$ cat config.mk
export PLATFORM = sky130hd
export DESIGN_NAME = led_scroll_scan
export DESIGN_NICKNAME = d
export VERILOG_FILES = /design/src/rtl/matrix_pkg.sv /design/src/rtl/column_window.sv /design/src/rtl/led_scroll_scan.sv
export SDC_FILE = /design/constraint.sdc
export NUM_CORES = 1
export LEC_CHECK = 0
export ABC_AREA = 0
export CAP_MARGIN = 20
export CORE_MARGIN = 3
export CORE_UTILIZATION = 40
export CTS_CLUSTER_DIAMETER = 150
export CTS_CLUSTER_SIZE = 14
export DETAILED_ROUTE_END_ITERATION = 6
export DONT_BUFFER_PORTS = 1
export GPL_TIMING_DRIVEN = 0
export PLACE_DENSITY = 0.62
export RECOVER_POWER = 100
export SYNTH_ARGS = -nofsm -noshare
export SYNTH_HDL_FRONTEND = slang
export SYNTH_SLANG_ARGS = --single-unit
$ cat constraint.sdc
create_clock -name clk -period 1.6 [get_ports clk]
set_clock_uncertainty 0.1 [all_clocks]
set_input_delay 0.32 -clock clk [delete_from_list [all_inputs] [get_ports clk]]
set_output_delay 0.32 -clock clk [all_outputs]
set_load 0.005 [all_outputs]
$ cat src/rtl/matrix_pkg.sv
// Shared types and defaults for the scrolling LED matrix scanner.
package matrix_pkg;

  typedef enum logic {
    ST_ON    = 1'b0,
    ST_BLANK = 1'b1
  } scan_state_t;

  localparam int ROWS          = 7;
  localparam int COLS_DEF      = 8;
  localparam int SCAN_DIV_DEF  = 16;
  localparam int BLANK_CYC_DEF = 1;

endpackage

$ cat src/rtl/column_window.sv
// Display window: COLS columns of ROWS bits, scrolls left with new data entering at the right.
module column_window #(
  parameter int COLS = 8,
  parameter int ROWS = 7
) (
  input  logic                 clk,
  input  logic                 rst_n,
  input  logic                 shift,
  input  logic [ROWS-1:0]      din,
  output logic [COLS*ROWS-1:0] dout
);

  // Column i lives at dout[i*ROWS +: ROWS]; column 0 is the leftmost.
  always_ff @(posedge clk or negedge rst_n) begin
    if (!rst_n) begin
      dout <= '0;
    end else if (shift) begin
      dout <= {din, dout[COLS*ROWS-1:ROWS]};
    end
  end

endmodule

$ cat src/rtl/led_scroll_scan.sv
// Scrolling LED matrix driver: column window plus a column scan with registered outputs.
//   state    | meaning
//   ST_ON    | drive column sidx for SCAN_DIV clocks
//   ST_BLANK | drive nothing for BLANK_CYC clocks
module led_scroll_scan
  import matrix_pkg::*;
#(
  parameter int COLS      = COLS_DEF,
  parameter int SCAN_DIV  = SCAN_DIV_DEF,
  parameter int BLANK_CYC = BLANK_CYC_DEF
) (
  input  logic            clk,
  input  logic            rst_n,
  input  logic [ROWS-1:0] col_in,
  input  logic            col_valid,
  input  logic            freeze,
  output logic [ROWS-1:0] row_out,
  output logic [COLS-1:0] col_sel,
  output logic            frame_tick
);

  localparam int SW = $clog2(COLS);
  localparam int DW = (SCAN_DIV > 1) ? $clog2(SCAN_DIV) : 1;
  localparam logic [SW-1:0] SIDX_LAST  = SW'(COLS - 1);
  localparam logic [DW-1:0] DWELL_LAST = DW'(SCAN_DIV - 1);
  localparam logic [3:0]    BLANK_LAST = (BLANK_CYC > 0) ? 4'(BLANK_CYC - 1) : 4'd0;

  scan_state_t            state, state_n;
  logic [SW-1:0]          sidx, sidx_n;
  logic [DW-1:0]          dwell, dwell_n;
  logic [3:0]             bcnt, bcnt_n;
  logic [ROWS-1:0]        row_n;
  logic [COLS-1:0]        sel_n;
  logic                   tick_n;
  logic                   leave;
  logic [COLS*ROWS-1:0]   window;
  logic [ROWS-1:0]        cur_col;

  column_window #(
    .COLS (COLS),
    .ROWS (ROWS)
  ) u_window (
    .clk   (clk),
    .rst_n (rst_n),
    .shift (col_valid & ~freeze),
    .din   (col_in),
    .dout  (window)
  );

  // Sampled before the edge, so a shift on the same edge shows up one clock later.
  assign cur_col = window[sidx*ROWS +: ROWS];

  always_comb begin
    state_n = state;
    sidx_n  = sidx;
    dwell_n = dwell;
    bcnt_n  = bcnt;
    row_n   = '0;
    sel_n   = '0;
    tick_n  = 1'b0;
    leave   = 1'b0;
    case (state)
      ST_ON: begin
        row_n = cur_col;
        sel_n = COLS'(1) << sidx;
        if (dwell == DWELL_LAST) begin
          dwell_n = '0;
          leave   = 1'b1;
          if (BLANK_CYC != 0) state_n = ST_BLANK;
        end else begin
          dwell_n = dwell + 1'b1;
        end
      end
      ST_BLANK: begin
        if (bcnt == BLANK_LAST) begin
          bcnt_n  = '0;
          state_n = ST_ON;
        end else begin
          bcnt_n = bcnt + 1'b1;
        end
      end
    endcase
    if (leave) begin
      tick_n = (sidx == SIDX_LAST);
      sidx_n = tick_n ? '0 : sidx + 1'b1;
    end
  end

  always_ff @(posedge clk or negedge rst_n) begin
    if (!rst_n) begin
      state      <= ST_ON;
      sidx       <= '0;
      dwell      <= '0;
      bcnt       <= '0;
      row_out    <= '0;
      col_sel    <= '0;
      frame_tick <= 1'b0;
    end else begin
      state      <= state_n;
      sidx       <= sidx_n;
      dwell      <= dwell_n;
      bcnt       <= bcnt_n;
      row_out    <= row_n;
      col_sel    <= sel_n;
      frame_tick <= tick_n;
    end
  end

endmodule

==> results.yml, run 1 <==
run_status:
  status: "finished with violations"
  violations: "hold timing, setup timing"
setup_path:
  end_kind: "flop"
  cp_slowest_cell: "clkbuf_1"
  rrSetupSlack_ps: 20
  crit_required_ps: 1730
  worstSetupStartpoint: "col_valid"
  critPathMaxStageDelay_ps: 510
  r2r-start: "sidx[0]$_DFFE_PN0P_"
  crit_path_start_kind: "primary input"
  crit_end: "u_window.dout[4]$_DFFE_PN0P_"
  critPathMaxFanout: 10
  critical_path_class: "primary input to flop"
  rr_endpoint: "row_out[6]$_DFF_PN0_"
  r2r_cells: 5
  crit_arrival_ps: 1730
  cp_cell_sequence: "nor2b_1 -> clkbuf_1 -> buf_4 -> mux2_2"
synthesis:
  yosysSeqAreaShare_pct: 57.85
  ys_types: 28
  yosysWarnings: 0
  syn_nets: 263
  synth_edf_count: 0
  async_flop_share_pct: 100.0
  ys_ff_latch: 84
  synthFlopType: "dfrtp_1"
  netlist_instances: 243
  netlist_area_mm2: 0.003633
  synth_area_per_cell_um2: 14.95
grt:
  antenna_found_initial: 0
  grt_max_degree: 85
  grt_overflow_total: 0
  groute.usage.overall_pct: 14.09
  grt_pass1_vias: 2073
  grt_pass1_wl_mm: 10.89
clocking:
  clk_pin_slew_ps: 80
  clockBufferDepth: 2
  clk_latency_ps: 350
  numCtsBuffers: 9
  cts_tree: "done"
  cts_max_level: 3
  clock-root-buffer: "clkbuf_8"
  cts.sinks: 84
placement:
  dp_cells: 351
  dp.final_hpwl_mm: 4.006
  place_congestion: 0.7549
  io_buffer_count: 0
  preCtsSetupSlack_ps: -299.7
cells_and_area:
  fin_cells: 374
  layout-drive-gt1-share_pct: 37.59
  area_growth_pct: 13.09
  nNetsFinal: 281
  antenna_cells: 0
  fin_util_pct: 46.89
floorplan:
  die-area_mm2: 0.01026
  rows: 34
  die_height_um: 101.3
  fp.dieW_um: 101.3
  initial_core_util_pct: 41.46
  io_pins: 27
  core_mm2: 0.008763
timing:
  hold_viol: 84
  finalSetupTns_ps: -0.7181
  finalCritPeriodShare_pct: 100.0
  setup-violations-final: 1
  max_freq_ghz: 0.6247
  slew_headroom_pct: 54.57
  timing.final.ws_setup_ps: -0.7181
  tightest_slew_ps: 681.5
  fin_crit_ps: 1601
  rsz0062_at_grt: "yes"
  drv_slew: 0
  timing.hold.ws_ps: -440.4
routing:
  drc_errors: 0
  wire_per_inst_um: 17.70
  vias_per_cell: 5.238
  vias: 1959
  first_pass_iters: 4
  drt-total-wl_mm: 6.618
  ant_nets: 0
  drtIter0Drc: 70
power_and_ir_drop:
  peakVddDrop_mv: 0.7583
  power_leakage_nw: 1.795
  cellPowerDensity_mw_per_mm2: 1449
min_path:
  hp-class: "primary input to asynchronous set/reset pin"
run:
  cap_violations: 0
critical path, delay by kind of cell:
family | cells | cell delay (ps)
AND/OR/NAND/NOR | 1 | 210
multiplexers | 1 | 360
buffers and inverters | 2 | 840
what timing repair did:
| item | in CTS | in global routing |
|---|---|---|
| cloned | 0 | 1 |
| buffers inserted | 4 | 1 |
| hold endpoints to repair | 84 | 85 |
| resized for setup | 5 | 4 |
| setup endpoints to repair | 14 | 9 |
| pin swaps | 0 | 3 |
per-stage QoR:
stage               instance area [µm²]  power [mW]
finish                             4109       5.953
global route                       4109       6.276
CTS                                4074       5.998
detailed placement                 3769       4.161
global placement                   3769       4.112
floorplan                          3633       3.900
cell families after synthesis:
family | share of synthesized area (%)
flops | 57.85
mux | 27.65
simple gates | 5.062
buf+inv | 3.202
compound gates | 2.651
fa+ha+maj | 3.099
xor+xnor | 0.4822
synth_stat cells (2+ instances only):
cell type | count | area (µm²)
a21o_1 | 2 | 15.01
a21oi_1 | 8 | 40.04
and2_1 | 6 | 37.54
buf_2 | 5 | 25.02
buf_4 | 4 | 30.03
clkbuf_1 | 2 | 7.510
dfrtp_1 | 84 | 2102
ha_1 | 9 | 112.6
inv_1 | 5 | 18.77
mux2_2 | 58 | 653.1
mux4_1 | 7 | 183.9
mux4_2 | 7 | 157.7
nand2_1 | 20 | 75.07
nand2b_1 | 3 | 18.77
nor2_1 | 4 | 15.01
nor2b_1 | 2 | 12.51
o21ai_0 | 5 | 25.02
xnor2_1 | 2 | 17.52
report_power, final:
| part | total (mW) | internal [mW] | switching [mW] |
|---|---|---|---|
| clock | 1.83 | 1.08 | 0.751 |
| sequential | 3.18 | 2.76 | 0.419 |
| combinational | 0.941 | 0.675 | 0.266 |
registers in the layout, indices dropped and copies added (netlist names):
name           count
bcnt               4
col_sel            8
dwell              4
frame_tick         1
row_out            7
sidx               3
state              1
u_window.dout     56
how the worst min path moves through the flow:
stage           from                   end  slack [ps]
6_report       rst_n  row_out[1]$_DFF_PN0_        -440
3_5_place_dp   rst_n  col_sel[2]$_DFF_PN0_         -70
3_3_place_gp   rst_n  col_sel[2]$_DFF_PN0_         -70
2_1_floorplan  rst_n   bcnt[0]$_DFFE_PN0P_         -80
5_1_grt        rst_n  row_out[1]$_DFF_PN0_        -470
4_1_cts        rst_n  col_sel[3]$_DFF_PN0_        -460
cell type report:
class	instances	area, µm²
Fill cell	778	4654
Sequential cell	84	2102
Multi-Input combinational cell	140	1410
Clock buffer	10	137.6
Tap cell	108	135.1
Clock inverter	6	111.4
Buffer	13	102.6
Timing Repair Buffer	7	85.08
Inverter	6	25.02
per-layer routing:
metal / up-vias / wire, µm / GRT usage (%)
met5: - / 0 / 0
met4: 0 / 91 / 4.192
met3: 8 / 260 / 4.408
met2: 36 / 3108 / 22.28
met1: 1017 / 3157 / 18.74
li1: 898 / - / -
cell usage in the layout, fill, tap and decap left out, drive strengths merged:
cell type,n
a311oi,1
a21o,2
xnor2,2
nand2,20
clkinv,2
mux4,14
mux2,58
ha,9
nor3,1
inv,6
clkinvlp,1
nand4,1
nand2b,3
nand3,1
and2,6
a21oi,8
o31ai,1
nor2,4
mux2i,1
o21ai,5
clkbuf,16
nor2b,2
dlygate4sd3,1
dfrtp,84
bufinv,3
nand4b,1
buf,13
Note: power is estimated with default switching activity, not from simulation.
==> run 2, diff against run 1 <==
SYNTH_HIERARCHICAL = 1   (was unset)
==> results.yml, run 2 <==
timing:
  max_freq_ghz: 0.6184
  timing.final.ws_setup_ps: -17.16
  timing.hold.ws_ps: -434.8
  setup-violations-final: 3
  slew_headroom_pct: 55.81
  tightest_slew_ps: 662.8
  rsz0062_at_grt: "yes"
  drv_slew: 0
  hold_viol: 84
  finalCritPeriodShare_pct: 101.1
  fin_crit_ps: 1617
power_and_ir_drop:
  power_mw: 6.101
  power_leakage_nw: 1.974
  netSwitchingFraction_pct: 24.34
  cellPowerDensity_mw_per_mm2: 1409
  power_frac_seq_pct: 52.6
  p_clk_share_pct: 28.3
  p_comb_share_pct: 19.0
  p_int_mw: 4.616
  peakVddDrop_mv: 0.5722
  power_switching_mw: 1.485
clocking:
  cts_max_level: 3
  cts.sinks: 84
  ctsHoldBuffers: 7
  numCtsBuffers: 9
  clockBufferDepth: 2
  clk_pin_slew_ps: 80
  cts_tree: "done"
  clock-root-buffer: "clkbuf_8"
  clk_latency_ps: 350
run_status:
  status: "finished with violations"
  violations: "hold timing, setup timing"
grt:
  grt_overflow_total: 0
  grt_pass1_wl_mm: 11.01
  grt_pass1_vias: 2024
  antenna_found_initial: 0
  groute.usage.overall_pct: 13.16
  grt_max_degree: 85
run:
  cap_violations: 0
routing:
  wire_per_inst_um: 16.71
  drtIter0Drc: 65
  first_pass_iters: 4
  vias: 1989
  drc_errors: 0
  ant_nets: 0
  drt-total-wl_mm: 6.616
  vias_per_cell: 5.023
synthesis:
  ys_ff_latch: 84
  netlist_instances: 243
  yosysSeqAreaShare_pct: 55.24
  syn_nets: 263
  synth_area_per_cell_um2: 15.66
  synth.top_cells.by_area: "dfrtp_1 (55%), mux2_4 (16%), mux2_2 (5.3%)"
  netlist_area_mm2: 0.003805
  synth_top_area_share_pct: 55.24
  ys_types: 28
  yosysMostFrequentCell: "dfrtp_1"
  synth.largest_area_cell: "dfrtp_1"
  yosysWarnings: 6
  synthFlopType: "dfrtp_1"
  ys_top_cells_by_count: "dfrtp_1 (84), mux2_4 (40), nand2_1 (20)"
  async_flop_share_pct: 100.0
  synth_edf_count: 0
cells_and_area:
  reg.largest.list: "u_window/dout (56), col_sel (8), row_out (7)"
  final_common_cell: "dfrtp_1"
  nNetsFinal: 285
  area_growth_pct: 13.78
  top_register: "u_window/dout"
  layout_common_cells: "dfrtp_1 (84), mux2_4 (40), mux2_2 (18)"
  fillerInstances: 777
  multi_input_area_mm2: 0.001580
  layout-drive-gt1-share_pct: 38.52
  largest_register_ffs: 56
  antenna_cells: 0
  final_cell_area_mm2: 0.004329
  ff_latch_area_mm2: 0.002102
setup_path:
  critPathMaxStageDelay_ps: 480
  crit_required_ps: 1690
  end_kind: "flop"
  cp_top_family: "multiplexers"
  cp_slowest_cell: "mux4_2"
  cp_num_buf_inv: 2
  crit_path_start_kind: "flop"
  cp_cell_sequence: "buf_6 -> clkbuf_16 -> mux4_2 -> nand2_1 -> a21oi_1"
  critical_path_class: "flop to flop"
  crit_arrival_ps: 1710
  critPathMaxFanout: 8
floorplan:
  die_height_um: 103.5
  initial_core_util_pct: 42.39
  die-area_mm2: 0.01072
  rows: 34
  fp.dieW_um: 103.5
  core_mm2: 0.008976
  io_pins: 27
placement:
  placement.cell_area_mm2: 0.003963
  io_buffer_count: 0
  dp.final_hpwl_mm: 4.046
  place_congestion: 0.7082
min_path:
  hp-class: "primary input to asynchronous set/reset pin"
-- run 2: final cells by class --
cell class,instances,share of cell area [%]
multi-input combinational,140,36.50
clock buffer,11,3.497
sequential,84,48.56
tap,126,3.642
timing repair buffer,11,3.006
buffer,13,2.399
inverter,6,0.5202
clock inverter,5,1.879
-- run 2: worst reg2reg max path, cell delays in order (launching register included) --
cell and delay [ps]:
dfrtp_1 380, buf_6 190, clkbuf_16 170, mux4_2 480, nand2_1 70, a21oi_1 70
-- run 2: power groups by stage --
stage	logic [mW]	clock network, mW	registers, mW
finish	1.16	1.73	3.21
global route	1.26	1.86	3.30
floorplan	1.04	0	3.09
CTS	1.16	1.78	3.21
global placement	1.11	0	3.21
detailed placement	1.13	0	3.25
-- run 2: repair_timing --
item,CTS,global route
gates resized for setup,5,8
gates cloned,0,1
pin swaps,1,3
endpoints found under the setup margin,8,8
buffers inserted,2,1
endpoints found under the hold margin,91,84
-- run 2: layer usage --
metal	vias up	part of all wire [%]	GRT usage, %
met5	-	0	0
met4	0	1.7	5.128
met3	9	2.6	3.296
met1	1046	49	18.64
li1	908	-	-
met2	26	46	19.53
-- run 2: per-stage QoR --
stage	worst slack [ps]	TNS, ps	utilization [%]	cells
after floorplan	100.1	0	-	243
after detailed placement	-174.4	-578.7	44.15	369
final	-17.16	-27.64	48.23	396
after global placement	-179.2	-675.2	44.15	369
after CTS	-14.01	-45.62	48.01	394
after global routing	-74.33	-496.5	48.23	396
-- run 2: logic make-up (layout without fill, tap and decap cells) --
family                   Yosys count  after routing  synth area share [%]
adder cells (fa/ha/maj)            9              9                 2.960
flip-flops                        84             84                 55.25
AND/OR/NAND/NOR                   39             39                 4.834
buffers and inverters             19             46                 3.617
AO/OA/AOI/OAI                     17             17                 2.532
XOR/XNOR                           2              2                0.4605
multiplexers                      73             73                 30.35
-- run 2: final timing paths --
kind,startpoint,to,slack (ps),depth (start not counted)
worst max-delay path,sidx[0]$_DFFE_PN0P_,row_out[4]$_DFF_PN0_,-20,5
worst min-delay path,rst_n,u_window/dout[4]$_DFFE_PN0P_,-430,0
worst max register to register,sidx[0]$_DFFE_PN0P_,row_out[4]$_DFF_PN0_,-20,5
worst min register to register,bcnt[3]$_DFFE_PN0P_,bcnt[3]$_DFFE_PN0P_,370,1
max in group asynchronous,rst_n,u_window/dout[45]$_DFFE_PN0P_,1710,0
min in group clk,bcnt[3]$_DFFE_PN0P_,bcnt[3]$_DFFE_PN0P_,370,1
==> run 3, diff against run 2 <==
CAP_MARGIN = unset   (was 20)
GPL_TIMING_DRIVEN = unset   (was 0)
==> results.yml, run 3 (same netlist as run 2, synthesis figures left out) <==
grt:
  met1_usage_pct: 17.86
  grt_max_degree: 85
  grt_pass1_wl_mm: 10.61
  groute.usage.overall_pct: 12.44
  antenna_found_initial: 0
  grt_overflow_total: 0
  grtUsageMet2_pct: 17.85
  grt_busiest_layer: "met1"
  grt_pass1_vias: 1956
  use_met3_pct: 4.726
setup_path:
  cp_num_buf_inv: 1
  cp_slowest_cell: "mux4_1"
  rrSetupSlack_ps: 90
  crit_cells: 4
  critPathMaxStageDelay_ps: 560
  crit_path_start_kind: "flop"
  crit_arrival_ps: 1650
  cp_top_family: "multiplexers"
  cp_cell_sequence: "buf_12 -> mux4_1 -> nand2_1 -> a21oi_1"
  critPathMaxFanout: 13
  crit_required_ps: 1740
  critical_path_class: "flop to flop"
  r2r-start: "sidx[0]$_DFFE_PN0P_"
  r2r_cells: 4
  rr_endpoint: "row_out[1]$_DFF_PN0_"
  end_kind: "flop"
floorplan:
  fp.dieW_um: 103.5
  io_pins: 27
  die-area_mm2: 0.01072
  initial_core_util_pct: 42.39
  die_height_um: 103.5
  core_mm2: 0.008976
  rows: 34
routing:
  drt-total-wl_mm: 5.993
  vias_per_cell: 4.949
  drtIter0Drc: 93
  first_pass_iters: 4
  drc_errors: 0
  vias: 1925
  wire_per_inst_um: 15.41
  ant_nets: 0
power_and_ir_drop:
  peakVddDrop_mv: 0.7098
  power_mw: 5.444
  power_leakage_nw: 1.794
  cellPowerDensity_mw_per_mm2: 1344
run_status:
  status: "finished with violations"
  violations: "hold timing"
timing:
  setup-violations-final: 0
  timing.hold.ws_ps: -454.8
  slew_headroom_pct: 57.54
  tightest_slew_ps: 637.0
  rsz0062_at_grt: "no"
  finalCritPeriodShare_pct: 94.63
  finalSetupTns_ps: 0
  timing.final.ws_setup_ps: 85.86
  max_freq_ghz: 0.6604
  hold_viol: 84
  drv_slew: 0
  fin_crit_ps: 1514
cells_and_area:
  nNetsFinal: 278
  layout_common_cells: "dfrtp_1 (84), mux2_1 (36), nand2_1 (20)"
  fin_cells: 389
  final_common_cell: "dfrtp_1"
  area_growth_pct: 6.445
  top_register: "u_window/dout"
  fin_util_pct: 45.12
  largest_register_ffs: 56
  antenna_cells: 0
  reg.largest.list: "u_window/dout (56), col_sel (8), row_out (7)"
  layout-drive-gt1-share_pct: 20.91
  final_cell_area_mm2: 0.004050
clocking:
  clk_latency_ps: 360
  clk_pin_slew_ps: 100
  clockBufferDepth: 2
  cts.sinks: 84
  clock-root-buffer: "clkbuf_8"
  ctsHoldBuffers: 7
  cts_tree: "done"
  cts_max_level: 3
  numCtsBuffers: 9
placement:
  preCtsSetupSlack_ps: 97.21
  place_congestion: 0.6952
  dp.final_hpwl_mm: 3.829
  placement.cell_area_mm2: 0.003955
  io_buffer_count: 0
  dp_cells: 366
min_path:
  hp-class: "primary input to asynchronous set/reset pin"
run:
  cap_violations: 0
==> run 3: cell types whose count changed in the layout (fill, tap and decap cells not counted), moves of 3 or more <==
cell and change:
mux2_1 +36, mux2_4 -36, and2_0 +5, and2_1 -5, a21oi_1 +4, a21oi_2 -4
clkbuf_1 -3, nand2_1 +3, nand2_2 -3
==> run 3: how the worst max path moves through the flow <==
stage                   startpoint                   end  slack [ps]
3_3_place_gp   sidx[0]$_DFFE_PN0P_  row_out[5]$_DFF_PN0_         130
2_1_floorplan  sidx[1]$_DFFE_PN0P_   sidx[1]$_DFFE_PN0P_         100
6_report       sidx[0]$_DFFE_PN0P_  row_out[1]$_DFF_PN0_          90
5_1_grt        sidx[0]$_DFFE_PN0P_  row_out[2]$_DFF_PN0_           5
4_1_cts        sidx[0]$_DFFE_PN0P_  row_out[3]$_DFF_PN0_          70
3_5_place_dp   sidx[0]$_DFFE_PN0P_  row_out[3]$_DFF_PN0_         100
==> run 3: area by class of cell <==
class                           count  area (µm²)
Inverter                            6       22.52
Tap cell                          126       157.7
Multi-Input combinational cell    140        1430
Clock inverter                      7       58.81
Sequential cell                    84        2102
Timing Repair Buffer               17       155.1
Fill cell                         814        4926
Clock buffer                        9       123.9
==> run 3: layer usage <==
metal  routed length (µm)  part of all wire (%)  up-vias
met5                    0                     0        -
met4                   64                   1.1        0
met3                  237                   4.0        7
met2                 2675                    45       26
met1                 3015                    50      992
li1                     -                     -      900
==> run 3: repair_timing <==
item	4_1_cts	5_1_grt
gates resized for setup	0	1
hold endpoints to repair	91	84
setup endpoints to repair	0	1
setup buffers	0	0
==> run 3: worst reg2reg max path: stages, from the launching register on <==
cell	delay, ps
dfrtp_1	420
buf_12	170
mux4_1	560
nand2_1	80
a21oi_1	60
==> run 3: power breakdown <==
group          switching (mW)  total, mW  leakage [nW]  internal, mW
clock network           0.817       1.40        0.0868         0.585
registers               0.442       3.20          1.02          2.76
logic                   0.236      0.838         0.684         0.602
